[src/rtl/lc3_pipe_controller_if.sv]
// Signal bundle between the LC-3 pipeline datapath (master) and its stall/forwarding controller (slave).
interface lc3_pipe_controller_if;
  logic        complete_data;
  logic        complete_instr;
  logic [15:0] IR;
  logic [15:0] IR_Exec;
  logic [2:0]  NZP;
  logic [2:0]  psr;
  logic        enable_updatePC;
  logic        enable_fetch;
  logic        enable_decode;
  logic        enable_execute;
  logic        enable_writeback;
  logic        bypass_alu_1;
  logic        bypass_alu_2;
  logic        bypass_mem_1;
  logic        bypass_mem_2;
  logic [1:0]  mem_state;
  logic        br_taken;

  modport master (
    output complete_data, complete_instr, IR, IR_Exec, NZP, psr,
    input  enable_updatePC, enable_fetch, enable_decode, enable_execute, enable_writeback,
    input  bypass_alu_1, bypass_alu_2, bypass_mem_1, bypass_mem_2, mem_state, br_taken
  );

  modport slave (
    input  complete_data, complete_instr, IR, IR_Exec, NZP, psr,
    output enable_updatePC, enable_fetch, enable_decode, enable_execute, enable_writeback,
    output bypass_alu_1, bypass_alu_2, bypass_mem_1, bypass_mem_2, mem_state, br_taken
  );
endinterface

[src/rtl/lc3_pipe_controller.sv]
// LC-3 pipeline controller: memory-access FSM, branch stall counter, stage enables and operand forwarding.
// Forwarding is built only when LC3_PIPE_CONTROLLER_BYPASS_EN is defined; otherwise all bypass selects are 0.
module lc3_pipe_controller (
  input  logic clock,
  input  logic reset,
  lc3_pipe_controller_if.slave bus
);
  typedef enum logic [1:0] {
    MEM_READ  = 2'd0,
    MEM_IND   = 2'd1,
    MEM_WRITE = 2'd2,
    MEM_IDLE  = 2'd3
  } mem_state_t;

  localparam logic [3:0] OP_BR  = 4'b0000, OP_ADD = 4'b0001, OP_LD  = 4'b0010, OP_ST  = 4'b0011;
  localparam logic [3:0] OP_AND = 4'b0101, OP_LDR = 4'b0110, OP_STR = 4'b0111, OP_NOT = 4'b1001;
  localparam logic [3:0] OP_LDI = 4'b1010, OP_STI = 4'b1011, OP_JMP = 4'b1100, OP_LEA = 4'b1110;

  mem_state_t mem_state_reg, mem_state_next;
  logic [2:0] br_count_reg, br_count_next;
  logic [1:0] warm_reg, warm_next;
  logic       exec_loaded_reg;
  logic       br_taken_reg, br_taken_next;
  logic       en_pc_reg, en_fetch_reg, en_decode_reg, en_exec_reg, en_wb_reg;
  logic       en_front_next, en_decode_next, en_exec_next, en_wb_next;
  logic       mem_free;
  logic [3:0] op_d, op_x;

  assign op_d = bus.IR[15:12];
  assign op_x = bus.IR_Exec[15:12];

  always_ff @(posedge clock or negedge reset) begin
    if (!reset) begin
      mem_state_reg   <= MEM_IDLE;
      br_count_reg    <= 3'd0;
      warm_reg        <= 2'd0;
      exec_loaded_reg <= 1'b0;
      br_taken_reg    <= 1'b0;
      en_pc_reg       <= 1'b1;
      en_fetch_reg    <= 1'b1;
      en_decode_reg   <= 1'b0;
      en_exec_reg     <= 1'b0;
      en_wb_reg       <= 1'b0;
    end else begin
      mem_state_reg   <= mem_state_next;
      br_count_reg    <= br_count_next;
      warm_reg        <= warm_next;
      exec_loaded_reg <= en_exec_reg;
      br_taken_reg    <= br_taken_next;
      en_pc_reg       <= en_front_next;
      en_fetch_reg    <= en_front_next;
      en_decode_reg   <= en_decode_next;
      en_exec_reg     <= en_exec_next;
      en_wb_reg       <= en_wb_next;
    end
  end

  // A memory access starts only on an instruction freshly latched into execute.
  always_comb begin
    mem_state_next = mem_state_reg;
    case (mem_state_reg)
      MEM_IDLE: begin
        if (exec_loaded_reg) begin
          case (op_x)
            OP_LD, OP_LDR:  mem_state_next = MEM_READ;
            OP_ST, OP_STR:  mem_state_next = MEM_WRITE;
            OP_LDI, OP_STI: mem_state_next = MEM_IND;
            default:        mem_state_next = MEM_IDLE;
          endcase
        end
      end
      MEM_IND: begin
        if (bus.complete_data)
          mem_state_next = (op_x == OP_STI) ? MEM_WRITE : MEM_READ;
      end
      MEM_READ, MEM_WRITE: begin
        if (bus.complete_data)
          mem_state_next = MEM_IDLE;
      end
      default: mem_state_next = MEM_IDLE;
    endcase
  end

  always_comb begin
    warm_next = (warm_reg == 2'd3) ? warm_reg : warm_reg + 2'd1;

    br_count_next = br_count_reg;
    if (en_decode_reg && (op_d == OP_BR || op_d == OP_JMP))
      br_count_next = 3'd4;
    else if (br_count_reg != 3'd0)
      br_count_next = br_count_reg - 3'd1;

    // Enables are registered, so they are derived from the state the next cycle will be in.
    mem_free       = (mem_state_next == MEM_IDLE);
    en_front_next  = mem_free && (br_count_next == 3'd0) && bus.complete_instr;
    en_decode_next = mem_free && (warm_next != 2'd0);
    en_exec_next   = mem_free && warm_next[1];
    en_wb_next     = (warm_next == 2'd3) &&
                     ((mem_state_reg == MEM_IDLE) ? mem_free
                                                  : (mem_state_reg == MEM_READ && bus.complete_data));

    br_taken_next = (br_count_next == 3'd2) &&
                    ((op_x == OP_JMP) || (op_x == OP_BR && (bus.NZP & bus.psr) != 3'd0));
  end

  assign bus.mem_state        = mem_state_reg;
  assign bus.br_taken         = br_taken_reg;
  assign bus.enable_updatePC  = en_pc_reg;
  assign bus.enable_fetch     = en_fetch_reg;
  assign bus.enable_decode    = en_decode_reg;
  assign bus.enable_execute   = en_exec_reg;
  assign bus.enable_writeback = en_wb_reg;

`ifdef LC3_PIPE_CONTROLLER_BYPASS_EN
  logic ir_alu, ir_src1_class, ex_alu_lea, ex_load, src1_hit, src2_hit;

  assign ir_alu        = (op_d == OP_ADD) || (op_d == OP_AND) || (op_d == OP_NOT);
  assign ir_src1_class = ir_alu || (op_d == OP_ST) || (op_d == OP_STR) || (op_d == OP_STI);
  assign ex_alu_lea    = (op_x == OP_ADD) || (op_x == OP_AND) || (op_x == OP_NOT) || (op_x == OP_LEA);
  assign ex_load       = (op_x == OP_LD) || (op_x == OP_LDR) || (op_x == OP_LDI);
  // Second source only exists in register mode (IR[5] clear).
  assign src1_hit      = ir_src1_class && (bus.IR_Exec[11:9] == bus.IR[8:6]);
  assign src2_hit      = ir_alu && !bus.IR[5] && (bus.IR_Exec[11:9] == bus.IR[2:0]);

  assign bus.bypass_alu_1 = ex_alu_lea && src1_hit;
  assign bus.bypass_alu_2 = ex_alu_lea && src2_hit;
  assign bus.bypass_mem_1 = ex_load && src1_hit;
  assign bus.bypass_mem_2 = ex_load && src2_hit;
`else
  assign bus.bypass_alu_1 = 1'b0;
  assign bus.bypass_alu_2 = 1'b0;
  assign bus.bypass_mem_1 = 1'b0;
  assign bus.bypass_mem_2 = 1'b0;
`endif

  logic unused_bits;
  assign unused_bits = ^{bus.IR, bus.IR_Exec};
endmodule

[src/flat_wrapper.sv]
// flat-port wrapper written by rule: the top's interface ports become plain ports
module lc3_pipe_controller_flat 
  (clock, reset, bus_complete_data, bus_complete_instr, bus_IR, bus_IR_Exec, bus_NZP, bus_psr, bus_enable_updatePC, bus_enable_fetch, bus_enable_decode, bus_enable_execute, bus_enable_writeback, bus_bypass_alu_1, bus_bypass_alu_2, bus_bypass_mem_1, bus_bypass_mem_2, bus_mem_state, bus_br_taken);
  lc3_pipe_controller_if bus_i ();
  input  logic clock;
  input  logic reset;
  input wire logic [$bits(bus_i.complete_data)-1:0] bus_complete_data;
  input wire logic [$bits(bus_i.complete_instr)-1:0] bus_complete_instr;
  input wire logic [$bits(bus_i.IR)-1:0] bus_IR;
  input wire logic [$bits(bus_i.IR_Exec)-1:0] bus_IR_Exec;
  input wire logic [$bits(bus_i.NZP)-1:0] bus_NZP;
  input wire logic [$bits(bus_i.psr)-1:0] bus_psr;
  output wire logic [$bits(bus_i.enable_updatePC)-1:0] bus_enable_updatePC;
  output wire logic [$bits(bus_i.enable_fetch)-1:0] bus_enable_fetch;
  output wire logic [$bits(bus_i.enable_decode)-1:0] bus_enable_decode;
  output wire logic [$bits(bus_i.enable_execute)-1:0] bus_enable_execute;
  output wire logic [$bits(bus_i.enable_writeback)-1:0] bus_enable_writeback;
  output wire logic [$bits(bus_i.bypass_alu_1)-1:0] bus_bypass_alu_1;
  output wire logic [$bits(bus_i.bypass_alu_2)-1:0] bus_bypass_alu_2;
  output wire logic [$bits(bus_i.bypass_mem_1)-1:0] bus_bypass_mem_1;
  output wire logic [$bits(bus_i.bypass_mem_2)-1:0] bus_bypass_mem_2;
  output wire logic [$bits(bus_i.mem_state)-1:0] bus_mem_state;
  output wire logic [$bits(bus_i.br_taken)-1:0] bus_br_taken;
  assign bus_i.complete_data = bus_complete_data;
  assign bus_i.complete_instr = bus_complete_instr;
  assign bus_i.IR = bus_IR;
  assign bus_i.IR_Exec = bus_IR_Exec;
  assign bus_i.NZP = bus_NZP;
  assign bus_i.psr = bus_psr;
  assign bus_enable_updatePC = bus_i.enable_updatePC;
  assign bus_enable_fetch = bus_i.enable_fetch;
  assign bus_enable_decode = bus_i.enable_decode;
  assign bus_enable_execute = bus_i.enable_execute;
  assign bus_enable_writeback = bus_i.enable_writeback;
  assign bus_bypass_alu_1 = bus_i.bypass_alu_1;
  assign bus_bypass_alu_2 = bus_i.bypass_alu_2;
  assign bus_bypass_mem_1 = bus_i.bypass_mem_1;
  assign bus_bypass_mem_2 = bus_i.bypass_mem_2;
  assign bus_mem_state = bus_i.mem_state;
  assign bus_br_taken = bus_i.br_taken;
  lc3_pipe_controller u_core (.clock(clock), .reset(reset), .bus(bus_i));
endmodule
[config.mk]
export PLATFORM = sky130hd
export DESIGN_NAME = lc3_pipe_controller_flat
export DESIGN_NICKNAME = d
export VERILOG_FILES = /design/src/rtl/lc3_pipe_controller_if.sv /design/src/rtl/lc3_pipe_controller.sv /design/src/flat_wrapper.sv
export SDC_FILE = /design/constraint.sdc
export NUM_CORES = 1
export LEC_CHECK = 0
export ABC_AREA = 1
export BUFFER_PORTS_ARGS = -buffer_cell sky130_fd_sc_hd__buf_2
export CORE_MARGIN = 8
export CORE_UTILIZATION = 35
export CTS_CLUSTER_SIZE = 8
export DETAILED_ROUTE_END_ITERATION = 10
export PLACE_DENSITY = 0.84
export SLEW_MARGIN = 25
export SYNTH_ARGS = -nofsm -noshare
export SYNTH_HDL_FRONTEND = slang
export SYNTH_SLANG_ARGS = --single-unit
[constraint.sdc]
create_clock -name clock -period 1.4 [get_ports clock]
set_input_delay 0.14 -clock clock [delete_from_list [all_inputs] [get_ports clock]]
set_output_delay 0.14 -clock clock [all_outputs]
set_load 0.02 [all_outputs]
* Word-level counts from Yosys, hierarchy flattened
Cells that the tools add are included.
** Word-level totals
- Flip-flop bits (word level) :: 13
- Latch bits :: 0
- Memory bits (writable) :: 0
- Memory bits (read-only) :: 0
- Memories kept :: 0
** Operators by class
- Add/sub/neg operators :: 2
- Multiply operators :: 0
- Div/mod/pow operators :: 0
- Magnitude comparators :: 0
- Eq/ne operators :: 15
- Shifts and indexed selects :: 0
- Muxes and demuxes :: 10
- Bitwise operators :: 1
- Reduce and logical (&&, ||, !) cells :: 22
** Operator list (count)
- 4-bit == test, second input constant :: 4
- 2-bit one-hot mux with 3 select lines :: 2
- 2-bit == test, second input constant :: 5
- 2-bit two-way mux :: 5
- 1-bit logical AND :: 9
- 4-bit by 2-bit == test with 1-bit output, second input constant :: 2
- 4-bit by 3-bit == test with 1-bit output, second input constant :: 2
- 4-bit logical NOT :: 2
- 2-bit OR reduction :: 4
- 3-bit two-way mux :: 2
- 3-bit nonzero test :: 2
- 3-bit AND :: 1
- 3-bit by 2-bit == test with 1-bit output, second input constant :: 1
- 3-bit logical NOT :: 1
- 3-bit by 1-bit subtractor with 3-bit output, second input constant :: 1
- 2-bit by 1-bit adder with 2-bit output, second input constant :: 1
- 2-bit by 1-bit == test with 1-bit output, second input constant :: 1
- 2-bit logical NOT :: 1
- 1-bit logical OR :: 2
- 2-bit nonzero test :: 1
- 1-bit two-way mux :: 1

* Depth between registers and ports, before layout
- Depth in word-level cells :: 8
- Gate-level depth with buffers :: 9
- Depth with buffers taken out :: 9

* Worst setup path before layout
No wires, ideal clock.
- Path kind :: register to register
- Start :: register u_core.br_count_reg[0]
- End :: register u_core.br_taken_reg, in the netlist u_core.bus.br_taken
- Library setup time :: 0.077 ns
- Arrival :: 1.254 ns
- Required time :: 1.323 ns
- Slack :: 0.069 ns
- Stages on the path, launching flop included :: 7
- Path buffers :: 0
- Clock period less this slack :: 1.331 ns
- Path through :: dfrtp_1 inv_1 ha_1 ha_1 o21ai_0 nand4_1 a21oi_1
** Between the ends
- Longest elaborated chain between the ends :: 5
- Elaborated cells between the ends (all ways) :: 6
** Ends and longest elaborated chain
- from (decl) :: RTL line lc3_pipe_controller.sv:20 : logic [2:0] br_count_reg, br_count_next;
- from (signal assigned) :: RTL line lc3_pipe_controller.sv:46 : br_count_reg <= br_count_next;
- 3-bit by 1-bit subtractor with 3-bit output or 3-bit nonzero test (tied branches) :: RTL line lc3_pipe_controller.sv:91, lc3_pipe_controller.sv:90
- 3-bit two-way mux * :: RTL line lc3_pipe_controller.sv:90 : else if (br_count_reg != 3'd0)
- 3-bit two-way mux * :: RTL line lc3_pipe_controller.sv:88 : if (en_decode_reg && (op_d == OP_BR || op_d == OP_JMP))
- 3-bit by 2-bit == test with 1-bit output * :: RTL line lc3_pipe_controller.sv:102 : br_taken_next = (br_count_next == 3'd2) &&
- 1-bit logical AND * :: RTL line lc3_pipe_controller.sv:102
- named net u_core.br_taken_next :: RTL line lc3_pipe_controller.sv:23 : logic br_taken_reg, br_taken_next;
- to (signal assigned) :: RTL line lc3_pipe_controller.sv:49 : br_taken_reg <= br_taken_next;
- to (decl) :: RTL line lc3_pipe_controller.sv:23
Mark *: on every way through the listed nets, which the timed path passes. The rest lies on a longest branch.

* Worst setup path in the final report
- Start :: register u_core.br_count_reg[1]
- End :: register u_core.br_taken_reg, in the netlist u_core.bus.br_taken
The elaborated chain is that of the path after synthesis.

==> out/results.ini <==
[worst_setup_path]
r2r_cells = 6
timing.setup.critical_path_class = register to register
cp_num_buf_inv = 1
cpMostUsedCell = sky130_fd_sc_hd__ha_4
timing.critical_path.from_type = register
critical_path.reg2reg.endpoint = u_core.bus.br_taken
end_kind = register
critical_path.cell_chain = inv_2, ha_4, ha_4, o21ai_1, nand4_1, a21oi_1
cpLargestDelayFamily = flip-flops
critPathArrivalTime_ns = 1.50
critical-path-max-stage-delay_ns = 0.36
critPathSlowestCell = sky130_fd_sc_hd__dfrtp_1
regToRegStartpoint = u_core.br_count_reg[1]
worst-path-stages = 6
cp_max_fo = 3
ff2ff_setup_slack_ns = 0.10
worstPathRequired_ns = 1.61

[grt]
grt-ovfl-total = 0
grt_pass1_vias = 693
global_route_usage_over_all_layers_pct = 9.932
antenna_found_initial = 0
grt_max_degree = 14
grt_first_pass_wirelength_um = 2725

[sta]
tns_ns = 0
final.hold.worst_slack_ns = 0.1546
post-route-period-util_pct = 92.58
grt_setup_unrepaired = false
period_minus_slack_ns = 1.296
skew_ns = 0.005816
fmaxAchievable_mhz = 771.5
report.final.setup_viol = 0
drv_slew = 0
final_hold_viol_count = 0

[logic_synthesis]
synth_top_area_share_pct = 34.66
synth_warnings = 0
synth_edf_count = 0
synth-seq-area-share_pct = 45.58
yosys-top-cells-count = sky130_fd_sc_hd__inv_1 (20), sky130_fd_sc_hd__nand2_1 (20), sky130_fd_sc_hd__dfrtp_1 (10)
synth.largest_area_cell = sky130_fd_sc_hd__dfrtp_1
avgSynthCellArea_um2 = 7.847
ff_latch_count_synth = 13
post_synth_num_cell_types = 21
synthFlopType = sky130_fd_sc_hd__dfrtp_1
async_reset_ff_share_pct = 100.0
netlist_area_um2 = 721.9
syn-instance-count = 92
synthTopCellsByArea = sky130_fd_sc_hd__dfrtp_1 (35%), sky130_fd_sc_hd__dfstp_2 (11%), sky130_fd_sc_hd__inv_1 (10%)

[route]
viasPerCell = 4.362
drc = 0
wl_per_cell_um = 11.50
drt-pass1-iter-count = 4
final_antenna_net_count = 0
wire_length_after_detailed_routing_um = 1713
detailroute.via_count = 650
drt_iter0_drc = 12

[place]
cell_count_after_placement = 143
placement.io_buffers = 25
gpl.final_weighted_congestion = 0.7535
hpwlAfterDp_um = 1366

[finish]
syn_to_final_growth_pct = 31.89
layout_cells_sized_above_1_pct = 39.34
instances_no_fill = 149
nets = 168
num_antenna_cells = 0
largest_register_ffs = 3
final_core_utilization_pct = 48.53
fill_cells = 200

[floorplan]
die-height_um = 61.42
floorplan.die_area_mm2 = 0.003772
floorplan.initialDensity_pct = 36.80
design.core.area_mm2 = 0.001962
number_of_rows_created_at_floorplan = 16
die_w_um = 61.42
design.portCount = 54

[clock_network]
cts_tree = done
cts_made_buffers = 3
cts_root_buf = sky130_fd_sc_hd__clkbuf_4
cts.sink_count = 13
clkLatencyLatePin_ns = 0.28
clockBufferDepth = 2
h_tree_lvl_count = 1
clk_transition_reported_paths_ns = 0.08

[pwr]
vdd_ir_drop_max_mv = 0.9880
finalPower_mw = 1.922
cellPowerDensity_mw_per_mm2 = 2019
static-leakage-power_nw = 0.5282

[min_path]
whs_endpoint = u_core.bus.enable_updatePC
hold_start = bus_complete_instr
hold_class = primary input to register
whs_path_depth = 5

[status]
status = finished, final reports clean

[job]
maxCapViolations = 0

[metal layers]
metal,part of all wire (%),vias up,global-route usage (%)
li1,-,325,-
met1,35,303,8.848
met2,56,16,18.51
met3,5.5,6,1.253
met4,4.0,0,9.740
met5,0,-,0
[area by class of cell]
cell class | instances | area [um^2] | share of cell area, %
sequential | 13 | 329.1 | 34.56
clock buffer | 4 | 26.28 | 2.760
inverter | 22 | 82.58 | 8.673
timing repair buffer | 28 | 150.1 | 15.77
tap | 27 | 33.78 | 3.548
multi-input combinational | 55 | 330.3 | 34.69
[cells in the final DEF (no fill, tap or decap), types with 3 or more instances in the layout]
| master | netlist | final |
|---|---|---|
| sky130_fd_sc_hd__inv_2 | 2 | 5 |
| sky130_fd_sc_hd__clkbuf_4 | 0 | 3 |
| sky130_fd_sc_hd__conb_1 | 1 | 4 |
| sky130_fd_sc_hd__nand2_1 | 20 | 20 |
| sky130_fd_sc_hd__inv_1 | 20 | 17 |
| sky130_fd_sc_hd__buf_2 | 0 | 25 |
| sky130_fd_sc_hd__dfstp_2 | 3 | 3 |
| sky130_fd_sc_hd__nor2_2 | 3 | 4 |
| sky130_fd_sc_hd__a21oi_1 | 3 | 3 |
| sky130_fd_sc_hd__dfrtp_1 | 10 | 10 |
| sky130_fd_sc_hd__nand3_1 | 4 | 4 |
| sky130_fd_sc_hd__nor2_1 | 8 | 7 |
[report_power, final]
part	leakage [nW]	total [mW]	switching [mW]	internal (mW)
combinational	0.366	1.05	0.619	0.436
clock	0.0150	0.237	0.127	0.111
sequential	0.147	0.631	0.0811	0.549
total	0.528	1.92	0.827	1.10
[how the worst max path moves through the flow]
stage	from	end	slack, ns
2_1_floorplan	u_core.br_count_reg[0]	u_core.bus.br_taken	0.07
3_3_place_gp	u_core.br_count_reg[0]	u_core.bus.br_taken	-0.03
3_5_place_dp	u_core.br_count_reg[1]	u_core.bus.enable_updatePC	-0.02
4_1_cts	u_core.br_count_reg[1]	u_core.bus.enable_updatePC	0.02
5_1_grt	u_core.br_count_reg[1]	u_core.bus.br_taken	0.0008
6_report	u_core.br_count_reg[1]	u_core.bus.br_taken	0.10
[worst register-to-register path, cell delays in order (launching register included)]
cell,delay [ns]
sky130_fd_sc_hd__dfrtp_1,0.36
sky130_fd_sc_hd__inv_2,0.05
sky130_fd_sc_hd__ha_4,0.16
sky130_fd_sc_hd__ha_4,0.18
sky130_fd_sc_hd__o21ai_1,0.21
sky130_fd_sc_hd__nand4_1,0.13
sky130_fd_sc_hd__a21oi_1,0.14
[cells by family after synthesis]
kind of cell | synth area share (%)
adder cells (fa/ha/maj) | 5.200
flip-flops | 45.58
buffers and inverters | 16.64
other | 0.5194
XOR/XNOR | 1.213
AND/OR/NAND/NOR | 24.96
AO/OA/AOI/OAI | 5.892
[what timing repair did]
action / CTS / global route
cloned: 0 / 0
hold buffers: 1 / 0
setup endpoints to repair: 2 / 2
endpoints found under the hold margin: 10 / 0
setup buffers: 0 / 1
resized for setup: 4 / 7
pin swaps: 0 / 5
[through the flow]
stage               worst slack, ns  area, um^2
floorplan                   0.06863       733.2
global placement           -0.02732       862.1
detailed placement         -0.02432       862.1
CTS                         0.01978       918.4
global route              0.0008354       952.2
finish                       0.1039       952.2
Power figures use the tool's default switching activity.
